--- config.mk ---
export PLATFORM = sky130hd
export DESIGN_NAME = prim_xoshiro256pp_multi
export DESIGN_NICKNAME = d
export VERILOG_FILES = /design/src/rtl/prim_xoshiro_pkg.sv /design/src/rtl/prim_xoshiro256pp_lane.sv /design/src/rtl/prim_xoshiro256pp_multi.sv
export SDC_FILE = /design/constraint.sdc
export NUM_CORES = 2
export LEC_CHECK = 0
export ABC_CLOCK_PERIOD_IN_PS = 13000
export BUFFER_PORTS_ARGS = -buffer_cell sky130_fd_sc_hd__buf_2
export CORE_AREA = 2 2 457 459
export DETAILED_ROUTE_END_ITERATION = 8
export DIE_AREA = 0 0 459 461
export MAX_ROUTING_LAYER = met4
export PLACE_DENSITY = 0.42
export SLEW_MARGIN = 5
export SYNTH_ARGS = -nofsm -noshare
export SYNTH_HDL_FRONTEND = slang
export SYNTH_SLANG_ARGS = --single-unit
--- constraint.sdc ---
create_clock -name clk_i -period 13 [get_ports clk_i]
set_clock_uncertainty 0.1 [all_clocks]
set_input_delay 2.6 -clock clk_i [delete_from_list [all_inputs] [get_ports clk_i]]
set_output_delay 2.6 -clock clk_i [all_outputs]
set_load 0.01 [all_outputs]
--- src/rtl/prim_xoshiro_pkg.sv ---
// prim_xoshiro_pkg
// Shared types and pure functions for the multi-lane xoshiro256++ generator.
// State layout: {a, b, c, d} = state[255:0], a in the MSBs.
// Contents: 256-bit state type, FSM encoding, single-step output and state
// update functions, and the per-lane default-seed rotation.
package prim_xoshiro_pkg;

    typedef logic [255:0] state_t;

    typedef enum logic [0:0] {
        ST_SEED = 1'b0,
        ST_RUN  = 1'b1
    } fsm_e;

    function automatic logic [63:0] rotl23(input logic [63:0] x);
        return {x[40:0], x[63:41]};
    endfunction

    function automatic logic [63:0] rotr19(input logic [63:0] x);
        return {x[18:0], x[63:19]};
    endfunction

    // 64-bit output for the current state (wraps mod 2^64)
    function automatic logic [63:0] xo_out(input state_t s);
        logic [63:0] sum;
        sum = s[255:192] + s[63:0];
        return rotl23(sum) + s[255:192];
    endfunction

    // One state transition
    function automatic state_t xo_step(input state_t s);
        logic [63:0] a, b, c, d;
        a = s[255:192];
        b = s[191:128];
        c = s[127:64];
        d = s[63:0];
        return {a ^ b ^ d,
                a ^ b ^ c,
                a ^ (b << 17) ^ c,
                rotr19(d) ^ rotr19(b)};
    endfunction

    // Lane i recovery seed: base seed rotated left by 64*i bits (mod 256)
    function automatic state_t lane_default_seed(input state_t seed, input logic [2:0] lane);
        logic [511:0] dbl;
        logic [7:0]   sh;
        sh  = {lane[1:0], 6'd0};
        dbl = {seed, seed} << sh;
        return dbl[511:256];
    endfunction

endpackage

--- src/rtl/prim_xoshiro256pp_lane.sv ---
// prim_xoshiro256pp_lane
// One generator lane: state register, LaneDw/64 unrolled steps, lock-up
// recovery and (optionally) entropy mixing.
// Ports:
//   clk_i, rst_ni  clock, async active-low reset (state -> LaneSeed)
//   seed_load_i    load seed_i into the state (has priority over advance)
//   seed_i         256-bit seed for this lane
//   advance_i      advance the state by one output word
//   entropy_i      XOR'd into the advanced state when PRIM_XOSHIRO_ENTROPY_EN
//   word_o         LaneDw output bits from the current state (0 when locked up)
//   all_zero_o     current state is all-zero
// Macro: PRIM_XOSHIRO_ENTROPY_EN enables entropy mixing; otherwise entropy_i
// is ignored.
module prim_xoshiro256pp_lane
    import prim_xoshiro_pkg::*;
#(
    parameter int     LaneDw   = 64,
    parameter state_t LaneSeed = 256'h1
) (
    input  logic              clk_i,
    input  logic              rst_ni,
    input  logic              seed_load_i,
    input  state_t            seed_i,
    input  logic              advance_i,
    input  state_t            entropy_i,
    output logic [LaneDw-1:0] word_o,
    output logic              all_zero_o
);

    localparam int NumSteps = LaneDw / 64;

    state_t            state_r;
    state_t            stepped_s;
    state_t            next_s;
    logic [LaneDw-1:0] raw_word_s;
    logic              zero_s;

    assign zero_s     = (state_r == {256{1'b0}});
    assign all_zero_o = zero_s;

    // Unrolled generation: chunk k is produced from the state before step k
    always_comb begin
        stepped_s  = state_r;
        raw_word_s = {LaneDw{1'b0}};
        for (int k = 0; k < NumSteps; k++) begin
            raw_word_s[k*64 +: 64] = xo_out(stepped_s);
            stepped_s              = xo_step(stepped_s);
        end
    end

`ifdef PRIM_XOSHIRO_ENTROPY_EN
    assign next_s = stepped_s ^ entropy_i;
`else
    logic unused_entropy_s;
    assign unused_entropy_s = ^entropy_i;
    assign next_s           = stepped_s;
`endif

    // A locked-up lane contributes zero to the word it is recovering in
    always_comb begin
        if (zero_s) begin
            word_o = {LaneDw{1'b0}};
        end else begin
            word_o = raw_word_s;
        end
    end

    // State register: seed beats advance; all-zero state reloads the recovery seed
    always_ff @(posedge clk_i or negedge rst_ni) begin
        if (!rst_ni) begin
            state_r <= LaneSeed;
        end else if (seed_load_i) begin
            state_r <= seed_i;
        end else if (advance_i) begin
            if (zero_s) begin
                state_r <= LaneSeed;
            end else begin
                state_r <= next_s;
            end
        end
    end

endmodule

--- src/rtl/prim_xoshiro256pp_multi.sv ---
// prim_xoshiro256pp_multi
// NumLanes independent xoshiro256++ lanes producing one registered
// NumLanes*LaneDw word per cycle under valid/ready flow control, with a
// seed handshake and a periodic reseed request.
// Ports:
//   clk_i, rst_ni            clock, async active-low reset
//   seed_valid_i/ready_o     seed handshake; seed_i holds lane 0 in the LSBs
//   entropy_i                per-lane entropy (used with PRIM_XOSHIRO_ENTROPY_EN)
//   data_valid_o/ready_i     output handshake; data_o is the registered word
//   reseed_req_o             a seed is wanted (unseeded, or interval reached)
//   all_zero_o               per-lane all-zero state flag
// Macro: PRIM_XOSHIRO_ENTROPY_EN (entropy mixing inside each lane).
module prim_xoshiro256pp_multi
    import prim_xoshiro_pkg::*;
#(
    parameter int unsigned NumLanes       = 2,
    parameter int unsigned LaneDw         = 64,
    parameter int unsigned ReseedInterval = 32'd1024,
    parameter state_t      DefaultSeed    = 256'h1
) (
    input  logic                         clk_i,
    input  logic                         rst_ni,
    input  logic                         seed_valid_i,
    output logic                         seed_ready_o,
    input  logic [NumLanes*256-1:0]      seed_i,
    input  logic [NumLanes*256-1:0]      entropy_i,
    output logic                         data_valid_o,
    input  logic                         data_ready_i,
    output logic [NumLanes*LaneDw-1:0]   data_o,
    output logic                         reseed_req_o,
    output logic [NumLanes-1:0]          all_zero_o
);

    fsm_e                        fsm_r;
    logic [31:0]                 count_r;
    logic                        valid_r;
    logic [NumLanes*LaneDw-1:0]  data_r;
    logic [NumLanes*LaneDw-1:0]  word_all_s;
    logic                        seed_hs_s;
    logic                        data_hs_s;
    logic                        load_s;

    // Both flags derive only from registers, so reset forces them at once
    assign reseed_req_o = (fsm_r == ST_SEED) ||
                          ((ReseedInterval != 32'd0) && (count_r == ReseedInterval));
    assign seed_ready_o = (fsm_r == ST_SEED) || reseed_req_o;
    assign seed_hs_s    = seed_valid_i && seed_ready_o;
    assign data_hs_s    = valid_r && data_ready_i;
    assign load_s       = (fsm_r == ST_RUN) && (!valid_r || data_ready_i);

    assign data_valid_o = valid_r;
    assign data_o       = data_r;

    for (genvar i = 0; i < NumLanes; i++) begin : g_lane
        prim_xoshiro256pp_lane #(
            .LaneDw   (LaneDw),
            .LaneSeed (lane_default_seed(DefaultSeed, 3'(i)))
        ) u_lane (
            .clk_i       (clk_i),
            .rst_ni      (rst_ni),
            .seed_load_i (seed_hs_s),
            .seed_i      (seed_i[i*256 +: 256]),
            .advance_i   (load_s),
            .entropy_i   (entropy_i[i*256 +: 256]),
            .word_o      (word_all_s[i*LaneDw +: LaneDw]),
            .all_zero_o  (all_zero_o[i])
        );
    end

    // Control FSM: leaves SEED on the first seed handshake, only reset returns it
    always_ff @(posedge clk_i or negedge rst_ni) begin
        if (!rst_ni) begin
            fsm_r <= ST_SEED;
        end else begin
            case (fsm_r)
                ST_SEED: begin
                    if (seed_hs_s) begin
                        fsm_r <= ST_RUN;
                    end
                end
                ST_RUN:  fsm_r <= ST_RUN;
                default: fsm_r <= ST_SEED;
            endcase
        end
    end

    // Output handshake counter, saturating at the reseed interval
    always_ff @(posedge clk_i or negedge rst_ni) begin
        if (!rst_ni) begin
            count_r <= 32'd0;
        end else if (seed_hs_s) begin
            count_r <= 32'd0;
        end else if (data_hs_s && (count_r != ReseedInterval)) begin
            count_r <= count_r + 32'd1;
        end
    end

    // Output word register: captured from the pre-advance lane states
    always_ff @(posedge clk_i or negedge rst_ni) begin
        if (!rst_ni) begin
            valid_r <= 1'b0;
            data_r  <= {(NumLanes*LaneDw){1'b0}};
        end else if (load_s) begin
            valid_r <= 1'b1;
            data_r  <= word_all_s;
        end else if (data_hs_s) begin
            valid_r <= 1'b0;
        end
    end

endmodule

# --- Word-level counts from Yosys, hierarchy flattened ---
# Cells that the tools add are included.
word_totals:
  out_inout_bits: 133
  word_cells: 53
  input_bits: 1028
  reg_bits: 674
classes:
  bitwise: 13
  eq_ne: 2
  addsub: 5
  mux: 14
  n_reduce_logical: 13
op_table:
  columns: ["op", "count"]
  rows:
  - ["$mux W256", 6]
  - ["$xor A64 B64 Y64", 12]
  - ["$logic_not A256 Y1", 2]
  - ["$add A64 B64 Y64", 4]
  - ["$mux W64", 2]
  - ["$mux W32", 2]
  - ["$add A32 B1 Y32 const B", 1]
  - ["$eq A32 B11 Y1 const B", 1]
  - ["$ne A32 B11 Y1 const B", 1]
  - ["$reduce_bool A2 Y1", 3]
  - ["$logic_and A1 B1 Y1", 4]
  - ["$logic_or A1 B1 Y1", 3]
  - ["$mux W1", 3]
  - ["$pmux W1 S2", 1]
  - ["$logic_not A1 Y1", 1]
  - ["$not A1 Y1", 1]

# --- Longest topological paths before layout ---
logic_depth:
  depth_word: 6
  mapped_depth: 26
  mapped_depth_nobuf: 26

# --- By module ---
# A second synthesis with hierarchy kept.
unflattened:
  hier_cells: 6422
  area_unflattened_um2: 52719.3
by_module_without_submodules:
  columns: ["mod", "area_each_um2", "instances", "cells_each"]
  rows:
  - ["prim_xoshiro256pp_lane at g_lane[0].u_lane", 23115.9, 1, 2979]
  - ["prim_xoshiro256pp_lane at g_lane[1].u_lane", 23043.4, 1, 2994]
  - ["prim_xoshiro256pp_multi", 6560.0, 1, 449]

# --- Worst setup path before layout ---
# Ideal clock, no wire load.
synth_path:
  path_type: "register to register"
  startpoint: "register g_lane[0].u_lane.state_r[0]"
  endpoint: "register data_r[58] (netlist: data_o[58])"
  t_arrival_ps: 5703
  setup_time_ps: 124
  path_buffers: 0
  slack_ps: 7073
  path_stages_with_launch: 26
  cell_sequence: "dfstp_2 ha_1 inv_1 fa_1 nand2b_1 a211oi_1 o21ai_0 a31oi_1 o211ai_1 o2bb2ai_1 o311ai_1 a21o_1 a31oi_1 o311ai_0 ha_1 a21oi_1 o21ai_0 o21ai_0 a2111oi_4 o2111ai_1 a21oi_1 nor3_1 nor2_1 a2111oi_2 or3_1 nand3_1"
synth_between:
  elab_chain_cells: 3
  word_cells_on_any_way: 4
synth_lines:
  columns: ["element", "line", "source"]
  rows:
  - ["from (decl)", "prim_xoshiro256pp_lane.sv:32", "state_t state_r;"]
  - ["from (signal assigned)", "prim_xoshiro256pp_lane.sv:71", "state_r <= LaneSeed;"]
  - ["from (signal assigned)", "prim_xoshiro256pp_lane.sv:73", "state_r <= seed_i;"]
  - ["from (signal assigned)", "prim_xoshiro256pp_lane.sv:76", "state_r <= LaneSeed;"]
  - ["$add A64 B64 Y64", "prim_xoshiro_pkg.sv:26", "sum = s[255:192] + s[63:0];"]
  - ["$add A64 B64 Y64", "prim_xoshiro_pkg.sv:27", "return rotl23(sum) + s[255:192];"]
  - ["$mux W64 *", "prim_xoshiro256pp_lane.sv:61", "if (zero_s) begin"]
  - ["to (signal assigned)", "prim_xoshiro256pp_multi.sv:102", "data_r <= {(NumLanes*LaneDw){1'b0}};"]
  - ["to (signal assigned)", "prim_xoshiro256pp_multi.sv:105", "data_r <= word_all_s;"]
  - ["to (decl)", "prim_xoshiro256pp_multi.sv:37", "logic [NumLanes*LaneDw-1:0] data_r;"]
# Every way passes the cells marked *; elsewhere a longest branch is shown, timed or not.
# A chain may end at the register's enable or synchronous reset.

# --- Worst setup path after layout ---
layout_path:
  startpoint: "register g_lane[0].u_lane.state_r[192]"
  endpoint: "register data_r[63] (netlist: data_o[63])"
# Same word-level chain as after synthesis.

==> results.md <==
* Run status: completed
* Startpoint of the tightest hold check path: data_o[9]$_DFFE_PN0P_
* Antenna violations before repair at 27
* Die boundary width at 459 um
* Slew @ Worst Pin at 1.33 ns
* Clock root buffer: sky130_fd_sc_hd__clkbuf_16
* Num ports at 1,161
* Worst relative slew slack at 0.106
* Synth warnings at 0
* Number of placement rows at 167
* First-pass GRT wire length at 412,000 um
* Synthesized area at 50,500 um2
* Final #Nets at 8,344
* Sink Count at 674
* Count of antenna-violating nets left after detailed routing at 0
* Overall routing resource usage at 0.285
* Htree depth at 3
* Post-Route Hold Slack at 0.374 ns
* Startpoint type of the worst setup path: flop
* Layout cells sized above 1 at 0.135
* PortBufs at 648
* Average wire per cell in the routed design at 30.8 um
* FF-to-FF setup slack at 4.10 ns
* Depth of the worst register-to-register path at 26
* Count of different cell masters after synthesis at 89
* Endpoint of the worst hold path: data_o[9]$_DFFE_PN0P_
* WL final at 303,000 um
* Hpwl dp at 242,000 um
* Die outline area at 212,000 um2
* Crit share post-route at 0.684
* Height of the die at 461 um
* Total clock buffers created by CTS at 90
* Crit path required time at 13.46 ns
* # hold bufs at CTS at 0
* Sequential element share of the synthesized area at 0.334
* Area of the core at 206,000 um2
* GPL Wtd Cong at 0.975
* Max-slew violation count at 0
* Share of flip-flops with an asynchronous set or reset after synthesis at 1.00
* Final setup TNS at 0 ns
* Post-CTS Resized at 0
* Area leader, netlist: sky130_fd_sc_hd__dfrtp_1
* Worst Hold Depth at 2
* DRC violation total after the first TritonRoute iteration at 5,772
* Clock transition at the registers of the reported paths at 0.06 ns
* Area fraction of the dominant cell type after synthesis at 0.333
* Total gr overflow at 0
* Total setup buffers inserted after CTS at 0
* Number of filler cells placed in the layout at 22,700
* Number of global-route vias before repair at 50,400
* Max Clock Freq at 112 MHz
* Initial standard-cell utilization of the core at 0.244
* Unrepaired setup endpoints after global routing: no
* Setup-violating endpoint count in the final report at 0
* Post-synthesis net count at 7,824
* Min cycle time layout at 8.90 ns
* CP Data Arrival Time at 9.36 ns
* Layout Area Growth over Synthesis at 18.6%
* RR Startpoint: g_lane[0].u_lane.state_r[192]$_DFFE_PN0P_
* Top cells by area in the synthesized netlist: sky130_fd_sc_hd__dfrtp_1 (33%), sky130_fd_sc_hd__nand2_1 (9.9%), sky130_fd_sc_hd__o21ai_0 (9.6%)
* Flip-flop cell with the highest count after synthesis: sky130_fd_sc_hd__dfrtp_1
* End of the worst register-to-register path: data_o[63]$_DFFE_PN0P_
* Number of vias per cell at 5.40
* Clock tree from TritonCTS: yes
* Endpoint kind of the worst setup timing path: flop
* Drt first pass iters at 6
* Final Hold Viols at 0
* Source-to-sink clock delay at the later pin of the worst-skew pair at 0.76 ns
* Synthesized instance count at 6,520
* Hold Crit Class: flop to flop
* Average cell area after synthesis at 7.74 um2
* Post-Place Setup Slack at 4.01 ns
* Final worst slack at 4.10 ns
* Largest net degree at the start of global routing at 213
* Synthesis-stage register bit count at 674
* Maximum root-to-sink buffer count at 3
* DRC violation count after routing at 0
* Maxcap violations at 0
* Worst-path fanout max at 8
* Number of flops mapped to enable cells by yosys at 0
* Kind of critical path: flop to flop
* Via total after detailed routing at 53,000
[cells by family (layout without fill, tap and decap cells)]
| group | after synthesis | count (layout) | synth area share |
|---|---|---|---|
| multiplexers | 1 | 1 | 0.000198 |
| flip-flops | 674 | 674 | 0.334 |
| buffers and inverters | 417 | 1009 | 0.0323 |
| AO/OA/AOI/OAI | 2168 | 2168 | 0.253 |
| AND/OR/NAND/NOR | 2330 | 2330 | 0.198 |
| XOR/XNOR | 654 | 654 | 0.114 |
| other | 0 | 15 | 0 |
| adder cells (fa/ha/maj) | 276 | 276 | 0.0690 |
[registers in the layout, summed over array words and instances, names as in the netlist]
name / cells
count_r: 32
data_valid_o: 1
fsm_r: 1
data_o: 128
g_lane.u_lane.state_r: 512
[layout make-up]
cell class | instances | area (um2) | share of cell area
repair buffers | 775 | 4280 | 0.0716
clock buffers | 143 | 2710 | 0.0454
inverters | 70 | 263 | 0.00439
well taps | 2704 | 3380 | 0.0565
diodes | 15 | 37.5 | 0.000627
multi-input cells | 5429 | 32000 | 0.535
flip-flops and latches | 674 | 16900 | 0.282
clock inverters | 21 | 284 | 0.00475
[worst max path at each step]
stage                                                   start  slack, ns                     end
floorplan             g_lane[0].u_lane.state_r[0]$_DFFE_PN1P_       7.07  data_o[58]$_DFFE_PN0P_
global placement    g_lane[0].u_lane.state_r[192]$_DFFE_PN0P_       4.08  data_o[63]$_DFFE_PN0P_
detailed placement  g_lane[0].u_lane.state_r[192]$_DFFE_PN0P_       4.01  data_o[63]$_DFFE_PN0P_
CTS                 g_lane[0].u_lane.state_r[192]$_DFFE_PN0P_       3.98  data_o[63]$_DFFE_PN0P_
global route        g_lane[0].u_lane.state_r[192]$_DFFE_PN0P_       3.68  data_o[63]$_DFFE_PN0P_
finish              g_lane[0].u_lane.state_r[192]$_DFFE_PN0P_       4.10  data_o[63]$_DFFE_PN0P_
[critical path: stages (launching register included)]
cell,delay [ns]
sky130_fd_sc_hd__dfrtp_1,0.59
sky130_fd_sc_hd__ha_1,0.28
sky130_fd_sc_hd__inv_1,0.07
sky130_fd_sc_hd__fa_1,0.40
sky130_fd_sc_hd__nand2b_1,0.18
sky130_fd_sc_hd__a211oi_1,0.64
sky130_fd_sc_hd__o21ai_0,0.29
sky130_fd_sc_hd__a31oi_1,0.42
sky130_fd_sc_hd__o211ai_1,0.21
sky130_fd_sc_hd__o2bb2ai_1,0.26
sky130_fd_sc_hd__o311ai_1,0.38
sky130_fd_sc_hd__a21o_1,0.29
sky130_fd_sc_hd__a21oi_1,0.21
sky130_fd_sc_hd__o21bai_1,0.22
sky130_fd_sc_hd__xor2_1,0.39
sky130_fd_sc_hd__ha_1,0.27
sky130_fd_sc_hd__nand4_1,0.17
sky130_fd_sc_hd__nor3_1,0.30
sky130_fd_sc_hd__a21oi_1,0.14
sky130_fd_sc_hd__o311ai_1,0.47
sky130_fd_sc_hd__a21oi_1,0.31
sky130_fd_sc_hd__a211oi_1,0.74
sky130_fd_sc_hd__a31oi_1,0.26
sky130_fd_sc_hd__a21oi_1,0.30
sky130_fd_sc_hd__a31oi_1,0.13
sky130_fd_sc_hd__xnor2_1,0.51
sky130_fd_sc_hd__o21ai_0,0.14
[synthesized netlist by cell type (all sizes together) (17+ instances only)]
library cell / count
nor3: 42
nand4: 96
nor2: 488
xor2: 414
o31ai: 36
nor4: 150
and2: 20
o21bai: 37
ha: 272
o21ai: 975
dfrtp: 672
nand2: 1336
buf: 52
a211oi: 17
and3: 30
clkbuf: 295
o21a: 199
xnor2: 240
a21o: 164
a31oi: 161
nand3: 60
inv: 70
nand2b: 30
nor2b: 32
a21oi: 459
[routing by layer]
| layer | GRT usage | routed length [um] | vias up |
|---|---|---|---|
| li1 | - | - | 24000 |
| met1 | 0.393 | 140000 | 26300 |
| met2 | 0.418 | 129000 | 2357 |
| met3 | 0.0481 | 22400 | 385 |
| met4 | 0.103 | 12200 | 0 |
| met5 | - | 0 | - |
[metrics by stage]
step | std cells | util | cell area, um2
2_1_floorplan | 6520 | - | 50500
4_1_cts | 9816 | 0.290 | 59800
3_3_place_gp | 9652 | 0.275 | 56800
5_1_grt | 9826 | 0.290 | 59800
3_5_place_dp | 9652 | 0.275 | 56800
6_report | 9831 | 0.290 | 59800
[placed cells by master (no fill, tap or decap), drive strengths merged, types with 199 or more instances in the layout]
| cell type | n |
|---|---|
| a21oi | 459 |
| buf | 775 |
| dfrtp | 672 |
| ha | 272 |
| nand2 | 1336 |
| nor2 | 488 |
| o21a | 199 |
| o21ai | 975 |
| xnor2 | 240 |
| xor2 | 414 |
Power is left out: the tool's default activity adds up to more than one toggle a clock period on the data nets, which glitch-free logic cannot reach.
